--- config.mk ---
export PLATFORM = sky130hd
export DESIGN_NAME = insn_fetch_unit
export DESIGN_NICKNAME = d
export VERILOG_FILES = /design/src/rtl/insn_fetch_unit.sv
export SDC_FILE = /design/constraint.sdc
export NUM_CORES = 1
export LEC_CHECK = 0
export ABC_AREA = 1
export CORE_UTILIZATION = 30
export CTS_CLUSTER_DIAMETER = 50
export DETAILED_ROUTE_END_ITERATION = 6
export GPL_ROUTABILITY_DRIVEN = 0
export HOLD_SLACK_MARGIN = 0.05
export PLACE_DENSITY = 0.64
export SETUP_SLACK_MARGIN = 0.15
export SLEW_MARGIN = 0
export SYNTH_ARGS = -nofsm -noshare
export SYNTH_HDL_FRONTEND = slang
export SYNTH_SLANG_ARGS = --single-unit
--- constraint.sdc ---
create_clock -name clk -period 1.65 [get_ports clk]
set_clock_uncertainty 0.15 [all_clocks]
set_input_delay 0.33 -clock clk [delete_from_list [all_inputs] [get_ports clk]]
set_output_delay 0.33 -clock clk [all_outputs]
set_load 0.03 [all_outputs]
--- src/rtl/insn_fetch_unit.sv ---
// insn_fetch_unit: instruction fetch stage between the PC and decode.
// Keeps at most one instruction-memory request in flight, parks the returned
// word in a one-entry buffer for decode, tells the PC when to step, and
// throws away buffered or in-flight words on a flush (branch redirect).
module insn_fetch_unit #(
  parameter int ADDR_WIDTH = 32,
  parameter int INSN_WIDTH = 32
) (
  input  logic                  clk,
  input  logic                  rst,
  input  logic [ADDR_WIDTH-1:0] pcIn,
  output logic                  pcAdvance,
  input  logic                  flush,
  output logic                  imemReqValid,
  output logic [ADDR_WIDTH-1:0] imemReqAddr,
  input  logic                  imemReqReady,
  input  logic                  imemRespValid,
  input  logic [INSN_WIDTH-1:0] imemRespData,
  output logic                  insnValid,
  output logic [INSN_WIDTH-1:0] insnOut,
  output logic [ADDR_WIDTH-1:0] insnAddrOut,
  input  logic                  insnReady
);

  typedef enum logic {
    S_REQ  = 1'b0,  // free to issue the next request
    S_WAIT = 1'b1   // one request outstanding, waiting for its response
  } state_t;

  state_t                r_state;
  state_t                w_state_nxt;
  logic                  r_buf_valid;
  logic [INSN_WIDTH-1:0] r_buf_insn;
  logic [ADDR_WIDTH-1:0] r_buf_addr;
  logic [ADDR_WIDTH-1:0] r_req_addr;
  logic                  r_kill;   // the outstanding response belongs to a flushed path

  logic w_can_issue;
  logic w_req_fire;
  logic w_resp_fire;
  logic w_fill;
  logic w_xfer;

  // A new word may only be requested if the buffer will be free to take it.
  // Outputs are forced low while reset is held so nothing leaks out during reset.
  assign insnValid    = r_buf_valid && !flush && rst;
  assign insnOut      = r_buf_insn;
  assign insnAddrOut  = r_buf_addr;
  assign imemReqAddr  = pcIn;
  assign w_xfer       = insnValid && insnReady;
  assign w_can_issue  = !r_buf_valid || w_xfer;
  assign w_req_fire   = imemReqValid && imemReqReady;
  // A response is only meaningful while waiting; stray ones in S_REQ are ignored.
  assign w_resp_fire  = (r_state == S_WAIT) && imemRespValid;
  assign w_fill       = w_resp_fire && !r_kill && !flush;

  // FSM state register.
  always_ff @(posedge clk or negedge rst) begin
    if (!rst) begin
      r_state <= S_REQ;
    end else begin
      // NOTE: sequential state uses non-blocking assignments so every register
      // samples pre-edge values, independent of block evaluation order.
      r_state <= w_state_nxt;
    end
  end

  // FSM next-state: leave S_REQ on an accepted request, leave S_WAIT on its response.
  always_comb begin
    // NOTE: every always_comb output gets a default first so no path leaves it
    // unassigned, which would otherwise infer a latch.
    w_state_nxt = r_state;
    case (r_state)
      S_REQ:  if (w_req_fire)    w_state_nxt = S_WAIT;
      S_WAIT: if (imemRespValid) w_state_nxt = S_REQ;
    endcase
  end

  // FSM outputs: request when the buffer has room and no flush; PC steps on acceptance.
  always_comb begin
    imemReqValid = 1'b0;
    pcAdvance    = 1'b0;
    if (r_state == S_REQ) begin
      imemReqValid = w_can_issue && !flush && rst;
      pcAdvance    = imemReqValid && imemReqReady;
    end
  end

  // Remember the address of the outstanding request so the word can be tagged with it.
  always_ff @(posedge clk or negedge rst) begin
    if (!rst) begin
      r_req_addr <= '0;
    end else if (w_req_fire) begin
      r_req_addr <= pcIn;
    end
  end

  // Kill flag: a flush during S_WAIT marks the pending response as dead; it
  // clears when that response arrives, whether or not another flush coincides.
  always_ff @(posedge clk or negedge rst) begin
    if (!rst) begin
      r_kill <= 1'b0;
    end else if (w_resp_fire) begin
      r_kill <= 1'b0;
    end else if ((r_state == S_WAIT) && flush) begin
      r_kill <= 1'b1;
    end
  end

  // Output buffer valid: flush clears it, a fill beats a same-edge drain.
  always_ff @(posedge clk or negedge rst) begin
    if (!rst) begin
      r_buf_valid <= 1'b0;
    end else if (flush) begin
      r_buf_valid <= 1'b0;
    end else if (w_fill) begin
      r_buf_valid <= 1'b1;
    end else if (w_xfer) begin
      r_buf_valid <= 1'b0;
    end
  end

  // Output buffer payload: captured only on a live response, held otherwise.
  always_ff @(posedge clk or negedge rst) begin
    if (!rst) begin
      r_buf_insn <= '0;
      r_buf_addr <= '0;
    end else if (w_fill) begin
      r_buf_insn <= imemRespData;
      r_buf_addr <= r_req_addr;
    end
  end

endmodule

Yosys cells after proc, flatten, opt, wreduce, memory -nomap -nowiden. Cells that the tools add are included.

Register bits after elaboration: 99. Logic and storage cells: 34. Bits of input ports: 70. Output and inout bits: 99.

Muxes and demuxes: 10. Bitwise gates (word level): 1. Reduce and logical (&&, ||, !) cells: 17.

Operator list (count): logical AND 1 bit (11); two-way mux 1 bit (9); logical NOT 1 bit (3); nonzero test 3 bit (1); one-hot mux 1 bit (2 select lines) (1); nonzero test 2 bit (1); logical OR 1 bit (1); inverter 1 bit (1).

Depth between registers and ports, before layout. Gate-level depths: netlist of run 1.

Word-level depth: 11. Mapped depth: 7. Gate-level depth less buffers: 6.

Worst setup path before layout of run 1. Ideal clock, no wire load.

Kind: register to output. From: register r_state. To: output port pcAdvance. Path buffers: 1. Data required time: 1.170 ns. Arrival: 1.221 ns. Path slack: -0.051 ns. Cell stages (with the launch flop): 5. Cells stage by stage: dfrtp_1 -> nor3_4 -> nand3_2 -> buf_4 -> inv_1.

Word-level cells in the longest chain between the ends: 1.

RTL lines: start: declaration (RTL line 30) `state_t r_state;`; start signal: assignment (RTL line 64) `r_state <= w_state_nxt;`; two-way mux 1 bit (RTL line 83) `if (r_state == S_REQ) begin`; end: declaration (RTL line 12) `output logic pcAdvance,`.

Every way passes these cells.

Worst setup path in the final report of run 1. Ends and elaborated chain as after synthesis.

==> results of run 1 <==
==> worst min-delay path by stage <==
stage,startpoint,endpoint,slack [ns],cells after the start
global placement,r_req_addr[10],r_req_addr[10],0.30,2
CTS,rst,insnOut[23],-0.05,2
global route,rst,insnAddrOut[1],-0.003,2
finish,rst,insnAddrOut[1],-0.06,2
floorplan,rst,insnAddrOut[0],-0.12,0
detailed placement,insnAddrOut[30],insnAddrOut[30],0.31,2
==> per-stage QoR <==
stage	total power [uW]	utilization (%)
floorplan	5830	-
global placement	7590	42.3
detailed placement	7670	42.3
CTS	9130	42.9
global route	9640	45.4
finish	9100	45.4
==> registers in the layout, summed over array words and instances, names as in the netlist <==
| register | cells |
|---|---|
| insnAddrOut | 32 |
| insnOut | 32 |
| r_req_addr | 32 |
| r_buf_valid | 1 |
| r_kill | 1 |
| r_state | 1 |
==> kinds of logic after synthesis <==
| family | Yosys count | synth area share, % |
|---|---|---|
| AOI/OAI and AO/OA | 2 | 0.234 |
| buffers and inverters | 73 | 11.3 |
| DFF | 99 | 57.8 |
| and+or+nand+nor | 301 | 30.7 |
==> what timing repair did <==
item,CTS,global route
setup endpoints to repair,164,110
buffers inserted,4,9
pin swaps,6,21
endpoints found under the hold margin,43,43
gates resized for setup,301,66
cloned,0,9
==> report_power, final <==
| part | switching (uW) | internal [uW] |
|---|---|---|
| combinational | 2340 | 1120 |
| sequential | 454 | 3240 |
| clock | 875 | 1060 |
| total | 3670 | 5430 |
==> worst max-delay path, stage by stage (launching register included) <==
cell and delay [ns]:
sky130_fd_sc_hd__dfrtp_2 0.44, sky130_fd_sc_hd__nor3_4 0.18, sky130_fd_sc_hd__nand3_2 0.13, sky130_fd_sc_hd__clkinvlp_4 0.09, sky130_fd_sc_hd__buf_6 0.12
==> cell type report <==
class,count,area (sq um)
antenna,1,2.50
clock buffer,12,246
fill,1346,7570
timing repair buffer,212,1930
clock inverter,4,26.3
tap,180,225
sequential,99,2480
multi-input combinational,303,1370
inverter,7,30.0
==> per-layer routing <==
metal  share of wire (%)  GRT usage, %
met1                  46          21.3
met2                  47          24.8
met3                 4.9          2.91
met4                 1.9          7.02
met5                   0             0
==> cells in the final DEF (no fill, tap or decap), types with 3 or more instances in the layout <==
| cell type | instances |
|---|---|
| sky130_fd_sc_hd__dfrtp_1 | 98 |
| sky130_fd_sc_hd__buf_6 | 14 |
| sky130_fd_sc_hd__nand2_2 | 5 |
| sky130_fd_sc_hd__clkdlybuf4s50_1 | 65 |
| sky130_fd_sc_hd__nand4_1 | 33 |
| sky130_fd_sc_hd__clkbuf_16 | 16 |
| sky130_fd_sc_hd__inv_1 | 4 |
| sky130_fd_sc_hd__nand2_1 | 192 |
| sky130_fd_sc_hd__nand3_1 | 64 |
| sky130_fd_sc_hd__buf_4 | 47 |
| sky130_fd_sc_hd__buf_8 | 3 |
| sky130_fd_sc_hd__buf_2 | 63 |
| sky130_fd_sc_hd__buf_12 | 10 |
==> results.py, run 1 <==
metrics = {
    "synth": {
        "postSynthCellCount": 475,
        "ys.flop_type": "sky130_fd_sc_hd__dfrtp_1",
        "post-synth-top-count-cell": "sky130_fd_sc_hd__nand2_1",
        "synth.yosys.warnings": 0,
        "post-synth-top-area-cell": "sky130_fd_sc_hd__dfrtp_1",
        "ys_top_cells_by_area": "sky130_fd_sc_hd__dfrtp_1 (58%), sky130_fd_sc_hd__nand2_1 (17%), sky130_fd_sc_hd__nand3_1 (7.6%), sky130_fd_sc_hd__buf_4 (7.5%), sky130_fd_sc_hd__nand4_1 (4.8%)",
        "synth_top_cells_by_count": "sky130_fd_sc_hd__nand2_1 (198), sky130_fd_sc_hd__dfrtp_1 (99), sky130_fd_sc_hd__nand3_1 (65)",
        "ys_async_sr_fraction_pct": 100,
        "post_synthesis_average_cell_area_sq_um": 9.02,
        "synth-seq-area-share_pct": 57.8,
        "synth.cell_area_sq_um": 4290,
        "postSynthRegisterBits": 99,
        "synth_edf_count": 0,
        "syn-num-nets": 545,
        "post_synth_num_cell_types": 16,
        "synthDominantCellAreaShare_pct": 57.8,
    },
    "timing": {
        "min_period_ns": 1.78,
        "setup_viol": 2,
        "setup_total_negative_slack_ns": -0.213,
        "report.final.hold_viol_count": 43,
        "fin_hold_ws_ns": -0.0612,
        "worst-slew-pin-transition_ns": 0.735,
        "final-max-slew-violation-count": 0,
        "unrepaired_setup_endpoints_after_global_routing": "true",
        "slew_headroom_pct": 51.0,
        "worst_slack_ns": -0.132,
        "max_clock_freq_ghz": 0.561,
        "fin_crit_sh_pct": 108,
    },
    "run_status": {
        "status": "finished, violations left",
        "failed_checks": "negative hold slack, negative setup slack",
    },
    "pwr": {
        "leakage_component_of_the_power_uw": 0.00335,
        "worst_ir_drop_vdd_v": 0.000419,
        "power_density_nw_per_um2": 1440,
    },
    "clock_tree": {
        "insertion_delay_ns": 0.35,
        "clkSlewWorstSetupHoldPaths_ns": 0.07,
        "clock_tree_from_tritoncts": "built",
        "clock_path_buffers": 2,
        "cts_root_buf": "sky130_fd_sc_hd__clkbuf_16",
        "htreeDepth": 3,
        "cts.sinks": 99,
        "num_cts_buffers": 9,
    },
    "grt": {
        "first_global_vias": 3677,
        "final_global_route_overflow_total": 0,
        "antenna_found_initial": 1,
        "maximum_number_of_pins_on_one_net_before_global_route_repair": 57,
        "global_route.usage.total_pct": 15.8,
        "grt_pass1_wl_mm": 18.1,
    },
    "run": {
        "drv.max_cap_violation_count": 0,
    },
    "die": {
        "fp.coreArea_sq_um": 13900,
        "starting_utilization_of_the_core_area_pct": 30.9,
        "fp.dieArea_sq_um": 14800,
        "die_width_um": 122,
        "die_h_um": 122,
        "top_level_ports": 169,
        "fp-row-count": 43,
    },
    "setup_path": {
        "setup.reg_to_reg.worst_slack_ns": 0.03,
        "data_required_critical_path_ns": 1.17,
        "arrival_ns": 1.30,
        "endpoint_kind": "primary output",
        "timing.critical_path.from_type": "flip-flop",
        "crit_start": "r_state",
        "worstSetupPathType": "reg -> out",
        "crit_end": "pcAdvance",
        "worst_r2r_startpoint": "r_state",
        "worstRegToRegCells": 8,
        "end_of_the_worst_register_to_register_path": "insnAddrOut[22]",
        "cp_max_fo": 3,
    },
    "finish": {
        "post-route-cell-area_sq_um": 6310,
        "post_route_cells_drive_above_1_share_pct": 27.3,
        "stdcell_count": 818,
        "syn_to_final_growth_pct": 47.2,
        "layout.nets": 702,
    },
    "place": {
        "port_buffers": 168,
        "place_area_sq_um": 5870,
        "pre_cts_ws_ns": -0.428,
        "post-place-cells": 779,
        "detailed_place_hpwl_mm": 7.81,
    },
    "detailed_routing": {
        "remaining_drc_errors": 0,
        "drt-wirelength-per-cell_um": 15.6,
        "drt_iter0_markers": 160,
        "drt_pass1_iterations": 4,
        "antenna_violating_nets_post_route": 0,
        "via_per_inst": 4.59,
        "detailroute.via_count": 3752,
        "totalWireLength_mm": 12.7,
    },
    "worst_hold_path": {
        "min-delay-path-class": "in -> async",
    },
}
(Power assumes the default switching activity.)
==> run 2, diff against run 1 <==
--- a/config.mk
+++ b/config.mk
@@ -13,6 +13,7 @@
 export HOLD_SLACK_MARGIN = 0.05
 export PLACE_DENSITY = 0.64
 export SETUP_SLACK_MARGIN = 0.15
+export SKIP_LAST_GASP = 1
 export SLEW_MARGIN = 0
 export SYNTH_ARGS = -nofsm -noshare
 export SYNTH_HDL_FRONTEND = slang
==> constraint.sdc (replaced) <==
create_clock -name clk -period 2 [get_ports clk]
set_clock_uncertainty 0.15 [all_clocks]
set_input_delay 0.4 -clock clk [delete_from_list [all_inputs] [get_ports clk]]
set_output_delay 0.4 -clock clk [all_outputs]
set_load 0.03 [all_outputs]
==> run 2 against run 1 <==
Effect of this change:
- the flow now finishes without violations
- hold slack better by 0.19 ns
- final area shrank 3.2%
- flip-flop and latch count is the same
- combinational power down 18%
- largest cell class unchanged
==> results.py, run 2 (synthesized netlist as in run 1, its figures left out) <==
metrics = {
    "timing": {
        "unrepaired_setup_endpoints_after_global_routing": "true",
        "slew_headroom_pct": 45.5,
        "max_clock_freq_ghz": 0.549,
        "worst-slew-pin-transition_ns": 0.818,
        "report.final.hold_viol_count": 0,
        "min_period_ns": 1.82,
        "final-max-slew-violation-count": 0,
        "fin_crit_sh_pct": 91.1,
        "fin_hold_ws_ns": 0.132,
        "setup_viol": 0,
    },
    "detailed_routing": {
        "antenna_violating_nets_post_route": 0,
        "detailroute.via_count": 3681,
        "drt_pass1_iterations": 4,
        "detailroute.wirelength.met2_mm": 5.18,
        "routed_wire_length_on_met3_um": 554,
        "drt-met1-wl_mm": 5.07,
        "totalWireLength_mm": 11.0,
        "drt-wirelength-per-cell_um": 13.8,
        "drt_iter0_markers": 126,
        "remaining_drc_errors": 0,
        "via_per_inst": 4.60,
        "highest-signal-layer": "met4",
    },
    "die": {
        "fp.coreArea_sq_um": 13900,
        "top_level_ports": 169,
        "fp-row-count": 43,
        "starting_utilization_of_the_core_area_pct": 30.9,
        "die_h_um": 122,
        "fp.dieArea_sq_um": 14800,
        "die_width_um": 122,
    },
    "setup_path": {
        "endpoint_kind": "primary output",
        "timing.critical_path.from_type": "flip-flop",
        "cp_max_fo": 3,
        "data_required_critical_path_ns": 1.45,
        "worstSetupPathType": "reg -> out",
        "arrival_ns": 1.27,
    },
    "clock_tree": {
        "insertion_delay_ns": 0.33,
        "cts.sinks": 99,
        "clock_path_buffers": 2,
        "cts_root_buf": "sky130_fd_sc_hd__clkbuf_16",
        "htreeDepth": 3,
        "clock_tree_from_tritoncts": "built",
        "clkSlewWorstSetupHoldPaths_ns": 0.07,
        "num_cts_buffers": 9,
    },
    "pwr": {
        "worst_ir_drop_vdd_v": 0.000461,
        "leakage_component_of_the_power_uw": 0.00328,
        "total_power_uw": 7460,
        "power_density_nw_per_um2": 1220,
    },
    "grt": {
        "grt_pass1_wl_mm": 18.0,
        "antenna_found_initial": 0,
        "global_route.usage.total_pct": 15.7,
        "first_global_vias": 3582,
        "final_global_route_overflow_total": 0,
        "maximum_number_of_pins_on_one_net_before_global_route_repair": 68,
    },
    "worst_hold_path": {
        "min-delay-path-class": "in -> async",
    },
    "finish": {
        "layout_common_cells": "sky130_fd_sc_hd__nand2_1 (196), sky130_fd_sc_hd__dfrtp_1 (98), sky130_fd_sc_hd__clkdlybuf4s50_1 (66), sky130_fd_sc_hd__dlygate4sd2_1 (65), sky130_fd_sc_hd__nand3_1 (64)",
        "syn_to_final_growth_pct": 42.5,
        "post_route_cells_drive_above_1_share_pct": 14.4,
        "most_common_library_cell_in_the_layout_ignoring_fill_and_taps": "sky130_fd_sc_hd__nand2_1",
        "layout.nets": 685,
        "antenna_cells_inserted": 0,
        "stdcell_count": 800,
    },
    "place": {
        "post-place-cells": 773,
        "detailed_place_hpwl_mm": 7.82,
        "port_buffers": 168,
    },
    "run_status": {
        "status": "finished clean",
    },
    "run": {
        "drv.max_cap_violation_count": 0,
    },
}
==> run 2: changes by cell type in the layout (fill, tap and decap cells not counted), moves of 7 or more <==
cell	change
sky130_fd_sc_hd__dlygate4sd2_1	+64
sky130_fd_sc_hd__buf_2	-63
sky130_fd_sc_hd__buf_6	-12
sky130_fd_sc_hd__buf_4	+10
sky130_fd_sc_hd__buf_12	-7
sky130_fd_sc_hd__clkbuf_16	-7
==> run 2: power by group <==
part,internal [uW],leakage [uW],switching (uW),total (uW)
Clock,875,0.000130,737,1610
Combinational,942,0.00189,1890,2830
Sequential,2670,0.00127,338,3010
Total,4490,0.00328,2970,7460
==> run 2: critical path, cell delays in order (launching register included) <==
cell	delay (ns)
sky130_fd_sc_hd__dfrtp_2	0.43
sky130_fd_sc_hd__nor3_4	0.18
sky130_fd_sc_hd__nand3_2	0.11
sky130_fd_sc_hd__inv_1	0.08
sky130_fd_sc_hd__buf_6	0.13
==> run 2: layout make-up <==
cell class | count | area (sq um)
clock inverter | 6 | 41.3
multi-input combinational | 303 | 1340
timing repair buffer | 195 | 1760
clock buffer | 10 | 239
fill | 1408 | 7770
inverter | 7 | 26.3
tap | 180 | 225
sequential | 99 | 2480
==> run 2: layer usage <==
metal | track usage (%) | up-vias
met5 | 0 | -
met4 | 6.64 | 0
met3 | 2.07 | 15
met2 | 25.2 | 127
met1 | 21.2 | 1739
li1 | - | 1800
==> run 2: worst paths after layout <==
path	from	end	slack, ns	cells past startpoint
max	r_state	pcAdvance	0.18	4
min in group clk	flush	r_kill	0.31	5
max in group asynchronous	rst	r_state	0.84	3
min	rst	insnOut[13]	0.13	2
max reg2reg	r_buf_valid	r_buf_valid	0.26	10
min reg2reg	insnAddrOut[18]	insnAddrOut[18]	0.32	2
==> run 2: repair_timing <==
item                                    4_1_cts  5_1_grt
resized for setup                            70        4
endpoints found under the hold margin        32        0
hold buffers                                  1        0
setup buffers                                 8        2
pin swaps                                     3        2
endpoints found under the setup margin       67        4
==> run 2: through the flow <==
| step | instance area, sq um | util (%) | setup slack [ns] | TNS (ns) |
|---|---|---|---|---|
| finish | 6110 | 44.0 | 0.178 | 0 |
| global route | 6110 | 44.0 | 0.0929 | 0 |
| CTS | 6090 | 43.9 | 0.107 | 0 |
| detailed placement | 5810 | 41.9 | -0.142 | -3.06 |
| global placement | 5810 | 41.9 | -0.0907 | -0.249 |
| floorplan | 4290 | - | 0.167 | 0 |
==> variant 1, RTL diff (flow settings as in run 2) <==
Change the parameter `INSN_WIDTH` from 32 to 24.
--- a/src/rtl/insn_fetch_unit.sv
+++ b/src/rtl/insn_fetch_unit.sv
@@ -5,5 +5,5 @@
 module insn_fetch_unit #(
   parameter int ADDR_WIDTH = 32,
-  parameter int INSN_WIDTH = 32
+  parameter int INSN_WIDTH = 24
 ) (
   input  logic                  clk,
Ports: changed (resized imemRespData and insnOut); port bits go from 169 to 153. The function was not compared with the original's and may differ.
==> variant 1 against run 2 <==
  * Clock power rose by 5%
  * Sequential cell count fell by 8
  * Wire length fell by 5.2%
  * Cell area fell by 7.5%
  * Sequential power fell by 7.6%
  * Synthesized area fell by 7.8%
  * Worst setup slack got worse by 0.010 ns
  * Power fell by 6.3%
==> variant 1: results (changes against run 2) <==
<table>
<tr><th>Metric</th><th>Value</th></tr>
<tr><th colspan="2">Yosys</th></tr>
<tr><td>Register area share after synthesis</td><td>0.5761 (-0.001971)</td></tr>
<tr><td>List of most frequent post-synthesis cells</td><td>sky130_fd_sc_hd__nand2_1, sky130_fd_sc_hd__dfrtp_1, sky130_fd_sc_hd__nand3_1, sky130_fd_sc_hd__buf_4, sky130_fd_sc_hd__nand4_1</td></tr>
<tr><td>Number of instances in the synthesized netlist</td><td>440 (-7.4%)</td></tr>
<tr><td>Post-Synthesis Net Count</td><td>502 (-7.9%)</td></tr>
<tr><td>Cell types occupying the most area after synthesis</td><td>sky130_fd_sc_hd__dfrtp_1, sky130_fd_sc_hd__nand2_1, sky130_fd_sc_hd__buf_4, sky130_fd_sc_hd__nand3_1, sky130_fd_sc_hd__nand4_1</td></tr>
<tr><td>Post-synth cell types</td><td>17 (+1)</td></tr>
<tr><th colspan="2">Global routing</th></tr>
<tr><td>Pin count of the biggest net entering global routing</td><td>61 (-10%)</td></tr>
<tr><td>Wire length of the first global-routing pass</td><td>16,680 microns (-7.6%)</td></tr>
<tr><th colspan="2">Placement</th></tr>
<tr><td>Placed cell count</td><td>716 (-7.4%)</td></tr>
<tr><td>Detailed-placement wirelength estimate</td><td>7312 microns (-6.5%)</td></tr>
<tr><td>Number of I/O port buffers</td><td>152 (-9.5%)</td></tr>
<tr><th colspan="2">Timing</th></tr>
<tr><td>Worst hold margin</td><td>0.1102 ns (-0.02187 ns)</td></tr>
<tr><td>Slew of the pin with the lowest slew margin</td><td>0.7585 ns (-0.05977 ns)</td></tr>
<tr><th colspan="2">Setup path</th></tr>
<tr><td>Setup slack, reg-to-reg</td><td>0.46 ns (+0.20 ns)</td></tr>
<tr><td>Crit-path max FO</td><td>2 (-1)</td></tr>
<tr><td>FF-to-FF path depth</td><td>6 (-4)</td></tr>
<tr><td>RR Endpoint</td><td>r_req_addr[31]</td></tr>
<tr><th colspan="2">Power and ir drop</th></tr>
<tr><td>Net switching power figure</td><td>0.002683 W (-9.5%)</td></tr>
<tr><td>Worst-case vdd ir drop</td><td>0.3850 mV (-16%)</td></tr>
<tr><td>Leakage power total</td><td>3.028 nW (-7.7%)</td></tr>
<tr><th colspan="2">Layout</th></tr>
<tr><td>Final-stage net count</td><td>624 (-8.9%)</td></tr>
<tr><td>Fill cells</td><td>1,261 (-10%)</td></tr>
<tr><td>Ratio of cells with drive above 1 in the final layout</td><td>0.1429 (-0.0006912)</td></tr>
<tr><th colspan="2">Outcome</th></tr>
<tr><td>Status</td><td>complete, no violations</td></tr>
<tr><th colspan="2">Drt</th></tr>
<tr><td>Average routed wire per standard cell</td><td>14.15 microns (+2.7%)</td></tr>
<tr><td>Vias</td><td>3,384 (-8.1%)</td></tr>
<tr><td>Initial DRC Count</td><td>160 (+27%)</td></tr>
</table>
[variant 1: routing by layer]
metal | up-vias | routed length [microns] | GRT usage
met4 | 0 | 157 | 0.05148
met3 | 13 | 651 | 0.03502
li1 | 1649 | - | -
met5 | - | 0 | 0
met1 | 1609 | 4611 | 0.2046
met2 | 113 | 5039 | 0.2714
[variant 1: power by group through the flow]
stage	sequential (W)	clock, W	combinational [W]
2_1_floorplan	0.00369	0	0.000670
3_3_place_gp	0.00281	0	0.00281
3_5_place_dp	0.00283	0	0.00286
4_1_cts	0.00278	0.00175	0.00255
5_1_grt	0.00285	0.00184	0.00272
6_report	0.00278	0.00169	0.00251
[variant 1: cell type report]
class | count | share of cell area
clock inverter | 4 | 0.008853
sequential | 91 | 0.4031
clock buffer | 12 | 0.04360
inverter | 7 | 0.004648
tap | 172 | 0.03807
timing repair buffer | 174 | 0.2829
multi-input combinational | 279 | 0.2189
[variant 1: logic make-up after synthesis]
group,synth area share
compound gates,0.002533
buf+inv,0.1133
flops,0.5761
simple gates,0.3080
[variant 1: how the worst max path moves through the flow]
| stage | from | to | slack (ns) | cells past startpoint |
|---|---|---|---|---|
| 4_1_cts | r_state | pcAdvance | 0.16 | 4 |
| 5_1_grt | flush | pcAdvance | 0.11 | 7 |
| 2_1_floorplan | flush | insnValid | 0.15 | 5 |
| 3_5_place_dp | flush | r_state | -0.19 | 7 |
| 6_report | imemReqReady | pcAdvance | 0.17 | 4 |
| 3_3_place_gp | flush | imemReqValid | -0.12 | 7 |
[variant 1: what timing repair did]
action                                  4_1_cts  5_1_grt
gates cloned                                  0        0
hold buffers                                  1        0
endpoints found under the hold margin        31        0
buffers inserted                              4        2
endpoints found under the setup margin       59        3
pin swaps                                     3        2
resized for setup                            63        1
[variant 1: critical path: stages]
cell	delay, ns
sky130_fd_sc_hd__clkdlybuf4s50_1	0.55
sky130_fd_sc_hd__nand3_2	0.11
sky130_fd_sc_hd__inv_1	0.09
sky130_fd_sc_hd__buf_6	0.13
[variant 1: metrics by stage]
step	setup TNS, ns	area [sq um]
3_3_place_gp	-2.682	5360
3_5_place_dp	-5.658	5360
4_1_cts	0	5634
6_report	0	5653
2_1_floorplan	0	3953
5_1_grt	0	5653
==> variant 2, RTL diff (flow settings as in run 2) <==
Without the edit above. Make the reset (`rst`) synchronous in 5 clocked blocks.
--- a/src/rtl/insn_fetch_unit.sv
+++ b/src/rtl/insn_fetch_unit.sv
@@ -56,5 +56,5 @@
 
   // FSM state register.
-  always_ff @(posedge clk or negedge rst) begin
+  always_ff @(posedge clk) begin
     if (!rst) begin
       r_state <= S_REQ;
@@ -88,5 +88,5 @@
 
   // Remember the address of the outstanding request so the word can be tagged with it.
-  always_ff @(posedge clk or negedge rst) begin
+  always_ff @(posedge clk) begin
     if (!rst) begin
       r_req_addr <= '0;
@@ -98,5 +98,5 @@
   // Kill flag: a flush during S_WAIT marks the pending response as dead; it
   // clears when that response arrives, whether or not another flush coincides.
-  always_ff @(posedge clk or negedge rst) begin
+  always_ff @(posedge clk) begin
     if (!rst) begin
       r_kill <= 1'b0;
@@ -109,5 +109,5 @@
 
   // Output buffer valid: flush clears it, a fill beats a same-edge drain.
-  always_ff @(posedge clk or negedge rst) begin
+  always_ff @(posedge clk) begin
     if (!rst) begin
       r_buf_valid <= 1'b0;
@@ -122,5 +122,5 @@
 
   // Output buffer payload: captured only on a live response, held otherwise.
-  always_ff @(posedge clk or negedge rst) begin
+  always_ff @(posedge clk) begin
     if (!rst) begin
       r_buf_insn <= '0;
Function: differs if rst is asserted again (counterexample within 4 cycles, from zero or initial values and one cycle with rst low); with rst held inactive, the same outputs for 10 cycles.
==> variant 2 against run 2 <==
  * Sequential cell count stayed put
  * Die area down 6.0%
  * Critical path depth increased by 1
  * Cell area fell by 4.6%
  * Core utilization is 1.4 points higher
  * Global-route usage is 0.19 points lower
  * Worst setup slack gained 0.066 ns
  * Hold slack better by 0.088 ns
  * Wire length down 5.0%
  * Synthesized area is 6.1% lower
Power is not compared: it rests on default switching activity, and its combinational part moved more than twofold at a synthesized area within 25%.
==> variant 2: results (changes against run 2) <==
<table>
<tr><th>Metric</th><th>Value</th></tr>
<tr><th colspan="2">Drt</th></tr>
<tr><td>Routed length on met2</td><td>5062 microns (-2.3%)</td></tr>
<tr><td>Length of routed met3 wiring</td><td>587 microns (+6.0%)</td></tr>
<tr><td>Vias</td><td>3,728 (+1.3%)</td></tr>
<tr><td>Final WL</td><td>10,470 microns (-5.0%)</td></tr>
<tr><td>Avg Vias per Cell</td><td>4.412 (-4.1%)</td></tr>
<tr><th colspan="2">Placement</th></tr>
<tr><td>Detailed-placement wirelength estimate</td><td>7366 microns (-5.8%)</td></tr>
<tr><td>Worst setup slack after placement</td><td>0.02768 ns (+0.1695 ns)</td></tr>
<tr><td>Placed cell count</td><td>830 (+7.4%)</td></tr>
<tr><td>Post-DP Area</td><td>0.005614 sq mm (-3.4%)</td></tr>
<tr><th colspan="2">Global routing</th></tr>
<tr><td>Wire length of the first global-routing pass</td><td>17,150 microns (-4.9%)</td></tr>
<tr><td>Global-route usage over all layers</td><td>0.1550 (-0.001880)</td></tr>
<tr><td>Pin count of the biggest net entering global routing</td><td>73 (+7.4%)</td></tr>
<tr><td>Via count of the first global-routing pass</td><td>3,559 (-0.64%)</td></tr>
<tr><th colspan="2">Yosys</th></tr>
<tr><td>Share of the synthesized area in compound gates (AO/OA/AOI/OAI)</td><td>0.08206 (+0.07973)</td></tr>
<tr><td>Most used DFF post-synth</td><td>sky130_fd_sc_hd__dfxtp_1</td></tr>
<tr><td>Number of instances in the synthesized netlist</td><td>545 (+15%)</td></tr>
<tr><td>Proportion of synthesized flip-flops having asynchronous set or reset</td><td>0 (-1.000)</td></tr>
<tr><td>Cell types occupying the most area after synthesis</td><td>sky130_fd_sc_hd__dfxtp_1, sky130_fd_sc_hd__nor2_1, sky130_fd_sc_hd__o21ai_0, sky130_fd_sc_hd__buf_4, sky130_fd_sc_hd__nand4_1</td></tr>
<tr><th colspan="2">Timing</th></tr>
<tr><td>Worst hold margin</td><td>0.2196 ns (+0.08752 ns)</td></tr>
<tr><td>Slew of the pin with the lowest slew margin</td><td>0.6273 ns (-0.1909 ns)</td></tr>
<tr><td>Peak Freq</td><td>569.6 MHz (+3.8%)</td></tr>
<tr><th colspan="2">Setup path</th></tr>
<tr><td>WP data arrival</td><td>1.21 ns (-0.06 ns)</td></tr>
<tr><td>Crit path largest cell delay</td><td>0.29 ns (-0.14 ns)</td></tr>
<tr><td>Setup slack, reg-to-reg</td><td>0.59 ns (+0.33 ns)</td></tr>
<tr><th colspan="2">Outcome</th></tr>
<tr><td>Status</td><td>complete, no violations</td></tr>
</table>
[variant 2: changes by cell type in the layout (fill, tap and decap cells not counted), moves of 3 or more]
cell                         change
sky130_fd_sc_hd__buf_12          +6
sky130_fd_sc_hd__buf_4          -19
sky130_fd_sc_hd__clkbuf_1        +3
sky130_fd_sc_hd__clkinvlp_4      -3
sky130_fd_sc_hd__dfrtp_1        -98
sky130_fd_sc_hd__dfxtp_1        +99
sky130_fd_sc_hd__inv_1          +33
sky130_fd_sc_hd__nand2_1       -162
sky130_fd_sc_hd__nand3_1        -64
sky130_fd_sc_hd__nor2_1        +196
sky130_fd_sc_hd__o21ai_0        +53
sky130_fd_sc_hd__o21ai_1         +9
[variant 2: timing repair]
item,4_1_cts,5_1_grt
gates cloned,0,0
setup endpoints to repair,67,2
resized for setup,66,4
pin swaps,0,2
hold buffers,0,0
[variant 2: path summary, 6_finish.rpt]
path	start	depth (start not counted)	endpoint
setup / recovery	flush	5	pcAdvance
hold / removal	rst	3	r_state
setup reg to reg	r_state	7	insnOut[4]
hold reg to reg	insnOut[25]	2	insnOut[25]
[variant 2: critical path: cells and delay by family]
kind	cells	cell delay, ns
buffers and inverters	2	0.43
AND/OR/NAND/NOR	3	0.37
[variant 2: cells by family (layout without fill, tap and decap cells)]
kind of cell | count (synthesis) | after routing
flops | 99 | 99
buf+inv | 110 | 238
simple gates | 270 | 270
compound gates | 66 | 66
[variant 2: final cells by class]
type | instances | area [sq um]
clock buffer | 12 | 236.5
clock inverter | 3 | 40.04
fill | 1317 | 6995
inverter | 41 | 156.4
multi-input combinational | 336 | 1461
sequential | 99 | 1982
tap | 172 | 215.2
timing repair buffer | 182 | 1738
[variant 2: routing by layer]
layer	up-vias	GRT usage
li1	1923	-
met1	1670	0.1809
met2	118	0.2658
met3	17	0.04021
met4	0	0.06811
met5	-	0
